`src/rtl/polling_port_scanner.sv`:
```
// Polls the downstream port picked by the one-hot polling strobe, captures its
// status word (or records a timeout) and raises sticky per-port change flags.
module polling_port_scanner #(
  parameter int NUMBER_OF_PORTS = 4,
  parameter int STATUS_WIDTH    = 8,
  parameter int TIMEOUT_CYCLES  = 16
) (
  input  logic                                    clock,
  input  logic                                    reset_n,
  input  logic [NUMBER_OF_PORTS-1:0]              polling_clock,
  output logic [NUMBER_OF_PORTS-1:0]              port_req,
  input  logic [NUMBER_OF_PORTS-1:0]              port_ack,
  input  logic [NUMBER_OF_PORTS*STATUS_WIDTH-1:0] port_status,
  input  logic [NUMBER_OF_PORTS-1:0]              change_clear,
  output logic [NUMBER_OF_PORTS*STATUS_WIDTH-1:0] status_table,
  output logic [NUMBER_OF_PORTS-1:0]              change_bitmap,
  output logic                                    change_pending,
  output logic [NUMBER_OF_PORTS-1:0]              timeout_bitmap,
  output logic                                    overrun,
  output logic                                    busy
);
  localparam int NP = NUMBER_OF_PORTS;
  localparam int SW = STATUS_WIDTH;
  localparam int TW = $clog2(TIMEOUT_CYCLES);

  typedef enum logic {IDLE, REQ} state_e;

  state_e                  state_q;
  logic [NP-1:0]           strobe_q, req_q, change_q, change_d, timeout_q, chg_set;
  logic [NP-1:0][SW-1:0]   table_q, stat_w;
  logic [TW-1:0]           timer_q;
  logic                    overrun_q, busy_q;
  logic                    is_onehot, poll_start, ack_hit, timer_last;
  logic [SW-1:0]           sel_new, sel_old;

  assign stat_w = port_status;

  always_comb begin
    sel_new = '0;
    sel_old = '0;
    for (int i = 0; i < NP; i++) begin
      if (req_q[i]) begin
        sel_new = stat_w[i];
        sel_old = table_q[i];
      end
    end
    is_onehot  = (polling_clock != '0) && ((polling_clock & (polling_clock - NP'(1))) == '0);
    poll_start = (polling_clock != strobe_q) && is_onehot;
    // req_q is zero outside REQ, so this also masks acks while idle
    ack_hit    = |(port_ack & req_q);
    timer_last = (timer_q == TW'(TIMEOUT_CYCLES - 1));
    chg_set    = (state_q == REQ && ack_hit && sel_new != sel_old) ? req_q : '0;
    // a set in the same cycle as a clear must survive
    change_d   = (change_q & ~change_clear) | chg_set;
  end

  always_ff @(posedge clock or negedge reset_n) begin
    if (!reset_n) begin
      state_q   <= IDLE;
      strobe_q  <= '0;
      req_q     <= '0;
      timer_q   <= '0;
      table_q   <= '0;
      change_q  <= '0;
      timeout_q <= '0;
      overrun_q <= 1'b0;
      busy_q    <= 1'b0;
    end else begin
      strobe_q <= polling_clock;
      change_q <= change_d;
      case (state_q)
        IDLE: begin
          if (poll_start) begin
            state_q <= REQ;
            req_q   <= polling_clock;
            timer_q <= '0;
            busy_q  <= 1'b1;
          end
        end
        REQ: begin
          if (poll_start) overrun_q <= 1'b1;
          if (ack_hit) begin
            for (int i = 0; i < NP; i++)
              if (req_q[i]) table_q[i] <= sel_new;
            timeout_q <= timeout_q & ~req_q;
            req_q     <= '0;
            busy_q    <= 1'b0;
            state_q   <= IDLE;
          end else if (timer_last) begin
            timeout_q <= timeout_q | req_q;
            req_q     <= '0;
            busy_q    <= 1'b0;
            state_q   <= IDLE;
          end else begin
            timer_q <= timer_q + TW'(1);
          end
        end
        default: state_q <= IDLE;
      endcase
    end
  end

  assign port_req       = req_q;
  assign status_table   = table_q;
  assign change_bitmap  = change_q;
  assign change_pending = |change_q;
  assign timeout_bitmap = timeout_q;
  assign overrun        = overrun_q;
  assign busy           = busy_q;
endmodule
```
`config.mk`:
```
export PLATFORM = sky130hd
export DESIGN_NAME = polling_port_scanner
export DESIGN_NICKNAME = d
export VERILOG_FILES = /design/src/rtl/polling_port_scanner.sv
export SDC_FILE = /design/constraint.sdc
export NUM_CORES = 1
export LEC_CHECK = 0
export CORE_MARGIN = 3
export CORE_UTILIZATION = 49
export CTS_BUF_LIST = sky130_fd_sc_hd__clkbuf_16
export CTS_CLUSTER_SIZE = 12
export DETAILED_ROUTE_END_ITERATION = 6
export GPL_TIMING_DRIVEN = 0
export PLACE_DENSITY = 0.87
export RECOVER_POWER = 100
export SYNTH_ARGS = -nofsm -noshare
export SYNTH_HDL_FRONTEND = slang
export SYNTH_SLANG_ARGS = --single-unit
```
`constraint.sdc`:
```
create_clock -name clock -period 4.19 [get_ports clock]
set_input_delay 0.838 -clock clock [delete_from_list [all_inputs] [get_ports clock]]
set_output_delay 0.838 -clock clock [all_outputs]
set_load 0.03 [all_outputs]
```
==> results of run 1 <==
-- cells by family (layout without fill, tap and decap cells) --
family | count (synthesis) | in the layout | share of synthesized area [%]
XOR/XNOR | 7 | 7 | 2.27
buffers and inverters | 23 | 122 | 3.61
adder cells (fa/ha/maj) | 1 | 1 | 0.462
AND/OR/NAND/NOR | 48 | 48 | 10.1
AO/OA/AOI/OAI | 78 | 78 | 20.6
flip-flops | 55 | 55 | 50.9
multiplexers | 29 | 29 | 12.1
-- sequential cells by signal, summed over array words and instances (netlist names), named ones only --
name	cells
status_table	32
change_bitmap	4
port_req	4
strobe_q	4
timer_q	4
busy	1
overrun	1
state_q	1
-- layer usage --
layer / vias to the layer above / share of wire (%) / global-route usage, %
li1: 1120 / - / -
met1: 1219 / 41 / 32.3
met2: 128 / 49 / 42.1
met3: 20 / 7.4 / 5.61
met4: 0 / 2.4 / 12.2
met5: - / 0 / 0
-- stage by stage --
step                      worst slack [ps]  utilization [%]
final                                 1090             73.4
after global routing                   722             73.4
after CTS                             1330             73.7
after detailed placement              1070             71.2
after global placement                 655             70.9
after floorplan                       1750                -
-- placed cells by master (no fill, tap or decap), types with 3 or more instances in the layout --
master / instances
nor2_1: 5
a2bb2oi_1: 3
a21oi_1: 10
mux2_2: 29
a221o_1: 7
o22a_1: 4
inv_1: 12
clkbuf_1: 9
dlygate4sd3_1: 51
dfrtp_1: 55
o211ai_1: 7
nand4b_1: 3
o22ai_1: 12
nand2_1: 18
clkdlybuf4s50_1: 40
a221oi_1: 8
clkbuf_16: 5
xor2_1: 7
a211oi_1: 7
and2_1: 5
o21ai_0: 11
-- worst min path at each step --
stage / cells past startpoint / start / end
after floorplan: 1 / state_q / overrun
after global placement: 1 / overrun / overrun
after CTS: 1 / overrun / overrun
final: 1 / overrun / overrun
after detailed placement: 1 / overrun / overrun
after global routing: 1 / overrun / overrun
-- area by class of cell --
cell class              instances  area, sq um  share of cell area (%)
multi-input cells             163         1220                    31.7
plain buffers                  12         56.3                    1.47
clock buffers                   5          125                    3.26
repair buffers                 93          935                    24.3
inverters                      11         41.3                    1.07
flip-flops and latches         55         1380                    35.8
well taps                      70         87.6                    2.28
clock inverters                 1         3.75                  0.0977
-- power groups by stage --
stage | combinational [mW] | sequential, mW | clock [mW]
after floorplan | 1.01 | 1.31 | 0
after CTS | 2.20 | 0.930 | 0.392
final | 2.09 | 0.927 | 0.387
after detailed placement | 2.17 | 0.936 | 0
after global placement | 2.12 | 0.924 | 0
after global routing | 2.24 | 0.954 | 0.414
==> impl_metrics.yaml, run 1 <==
routing:
  drt_wl_total_um: 7940
  drtIter0Drc: 198
  post-route-drc-count: 0
  detail_route.wl_per_cell_um: 19.4
  drt.antenna.violating_nets: 0
  first_pass_iters: 4
  via_per_inst: 6.07
  vias: 2487
synthesis:
  synth_top_area_cell: "dfrtp_1"
  ys_seq_elements: 55
  ys_top_cells_by_area: "dfrtp_1 (51%), mux2_2 (12%), o22ai_1 (2.8%)"
  synth-seq-area-share_pct: 50.9
  synth_top_flop_cell: "dfrtp_1"
  syn_avg_cell_area_sq_um: 11.2
  synth.distinct_cells: 41
  ys_top_cells_by_count: "dfrtp_1 (55), mux2_2 (29), nand2_1 (18), o22ai_1 (12)"
  synth_edf_count: 0
  synth_most_common_cell: "dfrtp_1"
  synth_cells: 241
  synth_top_area_share_pct: 50.9
  synth_fp_nets: 288
  synthArstFlopShare_pct: 100
  netlist_area_sq_um: 2710
  synth_warnings: 0
floorplanning:
  coreArea_sq_um: 5240
  die_y_um: 80.3
  dieArea_sq_um: 6450
  rows: 26
  io_pins: 93
  die_w_um: 80.3
  initial_utilization_pct: 51.7
power:
  power_frac_seq_pct: 27.3
  power.share.switching_pct: 46.7
  clkPwrFrac_pct: 11.4
  power_leakage_nw: 1.66
  p_int_mw: 1.81
  switching_power_mw: 1.59
  vdd_drop_max_uv: 507
  total_power_mw: 3.40
  pwr-share-comb_pct: 61.4
  power_density_nw_per_um2: 885
sta:
  final_hold_viol_count: 0
  max_slew.worst_pin.slew_ps: 1010
  finalCritPeriodShare_pct: 74.0
  fin_worst_skew_ps: 6.27
  rsz0062_at_grt: "false"
  slew_viol_final: 0
  clock.fmax_mhz: 322
  hold_ws_ps: 477
  setup_viol: 0
  tns_ps: 0
  slew_headroom_pct: 32.7
  fin_crit_ps: 3100
critical_path:
  crit_start: "port_req[1]"
  r2r_start: "port_req[1]"
  arrival_ps: 3230
  r2r-end: "change_bitmap[1]"
  crit_chain: "clkbuf_1, clkbuf_1, a221oi_1, o211ai_1, nand4b_1, nor4_1, o22ai_1"
  endpoint: "change_bitmap[1]"
  critPathLaunchType: "flip-flop"
  cp_num_cells: 7
  ff2ff_path_depth: 7
  cp_max_fo: 10
  critical_path_class: "flip-flop to flip-flop"
  slowest_delay_ps: 650
  path_common_cell: "clkbuf_1"
  critical_path.top_delay_family: "buffers and inverters"
  reg2reg_slack_ps: 1090
  critPathBufInv: 2
  crit_path_end_kind: "flip-flop"
  crit_slowest_cell: "nor4_1"
  cp_data_required_time_ps: 4320
clocking:
  hold_buffers: 0
  path_clk_slew_ps: 60
  cts-htree-levels: 2
  cts_setup_buffers: 0
  post_cts_resized: 0
  cts_sinks: 55
  numCtsBuffers: 5
  clock_latency_ps: 290
  clk_path_buf_depth: 2
  ctsRootBufferMaster: "clkbuf_16"
  cts_tree: "done"
global_route:
  overflow: 0
  grt_pass1_wl_um: 12600
  grt_max_degree: 40
  grt_pass1_vias: 2503
  grt_usage_pct: 25.7
  grt_antenna_before_repair: 0
place:
  placed_cells: 404
  io_buffer_count: 92
  gp_congestion: 0.872
  place_area_sq_um: 3730
  hpwl_um: 5650
cells_and_area:
  antenna_cells: 0
  drive_above_1_share_pct: 12.1
  final_area_sq_um: 3840
  layout.cells.non_filler: 410
  final_net_count: 388
  fill_cells: 374
  area_growth_pct: 42.0
job:
  max_cap_violations: 0
outcome:
  status: "finished clean"
min_path:
  worstHoldPathType: "flip-flop to flip-flop"
Note: power is estimated with default switching activity, not from simulation.
==> run 2, diff against run 1 <==
CORE_UTILIZATION = 41   (was 49)
PLACE_DENSITY = 0.77   (was 0.87)
clock period = 2.55 ns   (was 4.19 ns; I/O delays follow)
==> run 2 against run 1 <==
Against the previous run: clock skew is 0.95 ps higher; non-clock buffer count is the same; wire length decreased by 4.7%; critical path depth up 2; register-to-register slack worse by 990 ps; die area increased by 18%; critical endpoint is now change_bitmap[3]; highest routed layer unchanged.
==> impl_metrics.yaml, run 2 (synthesis gave the netlist of run 1 again) <==
job:
  max_cap_violations: 0
cells_and_area:
  area_growth_pct: 43.9
  fill_cells: 512
  final_cell_mix: "dfrtp_1 (55), dlygate4sd3_1 (51), clkdlybuf4s50_1 (40), mux2_2 (29), nand2_1 (18)"
  drive_above_1_share_pct: 16.2
  antenna_cells: 0
  mostFrequentLayoutCell: "dfrtp_1"
  layout.cells.non_filler: 415
  final_net_count: 388
  largest_reg_flops: 32
floorplanning:
  io_pins: 93
  die_w_um: 87.2
  initial_utilization_pct: 43.9
  rows: 28
  dieArea_sq_um: 7610
  die_y_um: 87.2
  coreArea_sq_um: 6170
global_route:
  busiest_layer: "met2"
  grt_use_met3_pct: 3.88
  grt_antenna_before_repair: 0
  grtUsageMet1_pct: 28.2
  grt_max_degree: 31
  grt_pass1_wl_um: 11800
  overflow: 0
  grt_pass1_vias: 2316
  grt_usage_pct: 19.9
  use_met2_pct: 31.0
clocking:
  ctsRootBufferMaster: "clkbuf_16"
  cts_sinks: 55
  path_clk_slew_ps: 70
  clock_latency_ps: 290
  cts_tree: "done"
  numCtsBuffers: 5
  hold_buffers: 0
  cts-htree-levels: 2
  clk_path_buf_depth: 2
routing:
  post-route-drc-count: 0
  drt.antenna.violating_nets: 0
  vias: 2370
  first_pass_iters: 4
  via_per_inst: 5.71
  detail_route.wl_per_cell_um: 18.2
  drtIter0Drc: 123
  drt_wl_total_um: 7570
sta:
  setup_viol: 0
  final_hold_viol_count: 0
  finalCritPeriodShare_pct: 96.2
  fin_worst_skew_ps: 7.22
  hold_ws_ps: 478
  clock.fmax_mhz: 408
  slew_viol_final: 0
  max_slew.worst_pin.slew_ps: 1360
  fin_crit_ps: 2450
  slew_headroom_pct: 9.62
power:
  power_frac_seq_pct: 26.8
  power.share.switching_pct: 46.5
  pwr-share-comb_pct: 62.0
  switching_power_mw: 2.63
  p_int_mw: 3.03
  clkPwrFrac_pct: 11.1
  vdd_drop_max_uv: 690
  total_power_mw: 5.66
  power_leakage_nw: 1.69
  power_density_nw_per_um2: 1450
critical_path:
  endpoint: "change_bitmap[3]"
  cp_data_required_time_ps: 2700
  critPathLaunchType: "flip-flop"
  critical_path_class: "flip-flop to flip-flop"
  r2r_start: "port_req[2]"
  r2r-end: "change_bitmap[3]"
  crit_start: "port_req[2]"
  arrival_ps: 2600
  crit_path_end_kind: "flip-flop"
  cp_max_fo: 10
  ff2ff_path_depth: 9
  reg2reg_slack_ps: 100
place:
  placed_cells: 409
  gp_congestion: 0.767
  hpwl_um: 5480
  io_buffer_count: 92
outcome:
  status: "finished clean"
min_path:
  worstHoldPathType: "flip-flop to flip-flop"
## run 2: cell count changes in the layout (fill, tap and decap cells not counted), moves of 4 or more
cell / delta
clkbuf_2: +6
a221oi_2: +4
a221oi_1: -4
clkbuf_1: -6
## run 2: per-layer routing
metal / share of wire, % / routed length, um / vias to the layer above
met4: 1.1 / 82 / 0
met2: 48 / 3600 / 94
li1: - / - / 1122
met3: 8.1 / 614 / 7
met5: 0 / 0 / -
met1: 43 / 3270 / 1147
## run 2: per-stage QoR
step	util, %	setup TNS, ps	worst slack (ps)	instance area, sq um
2_1_floorplan	-	0	114	2710
3_3_place_gp	60.3	-41470	-646	3720
3_5_place_dp	60.6	-6630	-231	3740
4_1_cts	63.1	0	10.3	3890
5_1_grt	63.2	-16.3	-10.2	3890
6_report	63.2	0	97.1	3890
## run 2: how the worst min path moves through the flow
stage | startpoint | to | slack (ps) | cells after the start
finish | overrun | overrun | 480 | 1
global route | busy | busy | 480 | 1
CTS | reset_n | asynchronous set/reset pin | 240 | 1
detailed placement | busy | busy | 470 | 1
global placement | overrun | overrun | 450 | 1
floorplan | reset_n | asynchronous set/reset pin | 210 | 0
## run 2: timing repair
| item | CTS | global route |
|---|---|---|
| endpoints found under the setup margin | 34 | 31 |
| resized for setup | 6 | 13 |
| pin swaps | 0 | 1 |
| setup buffers | 0 | 0 |
## run 2: critical path: stages (launching register included)
cell	delay (ps)
dfrtp_1	380
buf_6	140
or2_0	210
clkbuf_2	170
buf_2	220
a221oi_1	340
a211oi_1	80
nand4b_1	250
nor4_4	380
o22ai_1	140
## run 2: layout make-up
cell class,count,area (sq um),share of cell area (%)
buffer,12,66.3,1.70
tap,75,93.8,2.41
inverter,11,41.3,1.06
multi-input combinational,163,1270,32.6
timing repair buffer,93,920,23.6
clock inverter,1,3.75,0.0964
clock buffer,5,125,3.21
sequential,55,1380,35.3
## run 2: power by group through the flow
| stage | combinational [mW] | clock [mW] | sequential, mW |
|---|---|---|---|
| 3_3_place_gp | 3.49 | 0 | 1.53 |
| 5_1_grt | 3.74 | 0.676 | 1.57 |
| 6_report | 3.51 | 0.630 | 1.52 |
| 2_1_floorplan | 1.65 | 0 | 2.15 |
| 3_5_place_dp | 3.55 | 0 | 1.53 |
| 4_1_cts | 3.60 | 0.641 | 1.52 |
==> run 3, diff against run 2 <==
SLEW_MARGIN = 20   (was not set)
==> run 3 against run 2 <==
Against the previous run: flip-flop and latch count is the same; power rose by 0.39%; sequential share of layout area is essentially flat; fmax up 1.1%; core utilization up 0.081 points; worst setup slack better by 27 ps; clock skew shrank 0.78 ps; critical path depth unchanged; hold slack improved by 5.0 ps; sequential power about the same; clock-buffer cell count stayed put; global-route usage increased by 0.13 points; critical path type unchanged; critical endpoint unchanged.
==> impl_metrics.yaml, run 3 (synthesis gave the netlist of run 1 again) <==
clocking:
  ctsRootBufferMaster: "clkbuf_16"
  cts_sinks: 55
  path_clk_slew_ps: 70
  clk_path_buf_depth: 2
  cts-htree-levels: 2
  hold_buffers: 0
  cts_setup_buffers: 0
  numCtsBuffers: 5
  clock_latency_ps: 290
  cts_tree: "done"
floorplanning:
  coreArea_sq_um: 6170
  die_w_um: 87.2
  initial_utilization_pct: 43.9
  dieArea_sq_um: 7610
  rows: 28
  io_pins: 93
  die_y_um: 87.2
power:
  vdd_drop_max_uv: 827
  power_density_nw_per_um2: 1460
  total_power_mw: 5.68
  power_leakage_nw: 1.69
cells_and_area:
  final_net_count: 387
  mostFrequentLayoutCell: "dfrtp_1"
  layout.cells.non_filler: 416
  drive_above_1_share_pct: 16.4
  largest_reg_flops: 32
  final_cell_mix: "dfrtp_1 (55), dlygate4sd3_1 (48), clkdlybuf4s50_1 (43), mux2_2 (29), nand2_1 (18)"
  area_growth_pct: 44.1
  antenna_cells: 0
  final_area_sq_um: 3900
global_route:
  grt_pass1_wl_um: 11900
  grt_usage_pct: 20.0
  grt_antenna_before_repair: 0
  grt_max_degree: 56
  grt_pass1_vias: 2315
  overflow: 0
sta:
  tns_ps: 0
  setup_viol: 0
  final_hold_viol_count: 0
  fin_worst_skew_ps: 6.44
  fin_crit_ps: 2430
  clock.fmax_mhz: 412
  slew_headroom_pct: 9.10
  rsz0062_at_grt: "true"
  setup_ws_ps: 125
  max_slew.worst_pin.slew_ps: 1360
  slew_viol_final: 0
  finalCritPeriodShare_pct: 95.1
critical_path:
  r2r_start: "port_req[2]"
  critical_path_class: "flip-flop to flip-flop"
  crit_start: "port_req[2]"
  cp_data_required_time_ps: 2700
  crit_path_end_kind: "flip-flop"
  arrival_ps: 2570
  reg2reg_slack_ps: 120
  critPathLaunchType: "flip-flop"
  cp_max_fo: 10
place:
  dp_slack_ps: -217
  place_area_sq_um: 3720
  hpwl_um: 5420
  gp_congestion: 0.767
  io_buffer_count: 92
  placed_cells: 408
routing:
  via_per_inst: 5.75
  first_pass_iters: 4
  post-route-drc-count: 0
  drt_wl_total_um: 7450
  drtIter0Drc: 143
  detail_route.wl_per_cell_um: 17.9
  drt.antenna.violating_nets: 0
  vias: 2394
min_path:
  hp-start: "busy"
  worstHoldPathType: "flip-flop to flip-flop"
outcome:
  status: "finished clean"
job:
  max_cap_violations: 0
[run 3: cell types whose count changed in the layout (fill, tap and decap cells not counted)]
cell             previous run  this run
clkdlybuf4s50_1            40        43
clkinv_2                    0         1
clkbuf_1                    3         2
dlygate4sd3_1              51        48
inv_1                      12        13
[run 3: what timing repair did]
item | in CTS | in global routing
pin swaps | 0 | 1
resized for setup | 5 | 15
endpoints found under the setup margin | 34 | 39
[run 3: report_power, final]
| part | leakage, nW | internal, mW | switching, mW |
|---|---|---|---|
| clock network | 0.0762 | 0.356 | 0.296 |
| registers | 0.685 | 1.24 | 0.281 |
| logic | 0.934 | 1.45 | 2.06 |
[run 3: cell type report]
cell class	instances	area (sq um)
multi-input cells	163	1270
fillers	516	2270
repair buffers	92	916
inverters	11	41.3
clock buffers	5	125
well taps	75	93.8
plain buffers	12	66.3
flip-flops and latches	55	1380
clock inverters	3	12.5
[run 3: final timing paths]
check                                                  end  depth (start not counted)
min in group asynchronous       asynchronous set/reset pin                          1
worst min register to register                        busy                          1
worst max-delay path                      change_bitmap[3]                          9
max in group asynchronous                 status_table[22]                          1
worst min-delay path                                  busy                          1
worst max register to register            change_bitmap[3]                          9
[run 3: worst max-delay path, stage by stage (launching register included)]
cell	delay, ps
dfrtp_1	390
buf_6	140
or2_0	210
clkbuf_2	160
buf_2	220
a221o_1	320
o211ai_1	130
nand4b_1	180
nor4_4	400
o22ai_1	140
[run 3: stage by stage]
step	hold WS [ps]	util (%)
2_1_floorplan	214	-
3_3_place_gp	450	60.3
3_5_place_dp	478	60.3
4_1_cts	303	62.9
5_1_grt	513	63.3
6_report	483	63.3
[run 3: metal layers]
layer  share of wire, %  track usage (%)
met3                5.8             2.55
met5                  0                0
met2                 48             31.8
met1                 45             29.1
met4                1.3             5.02
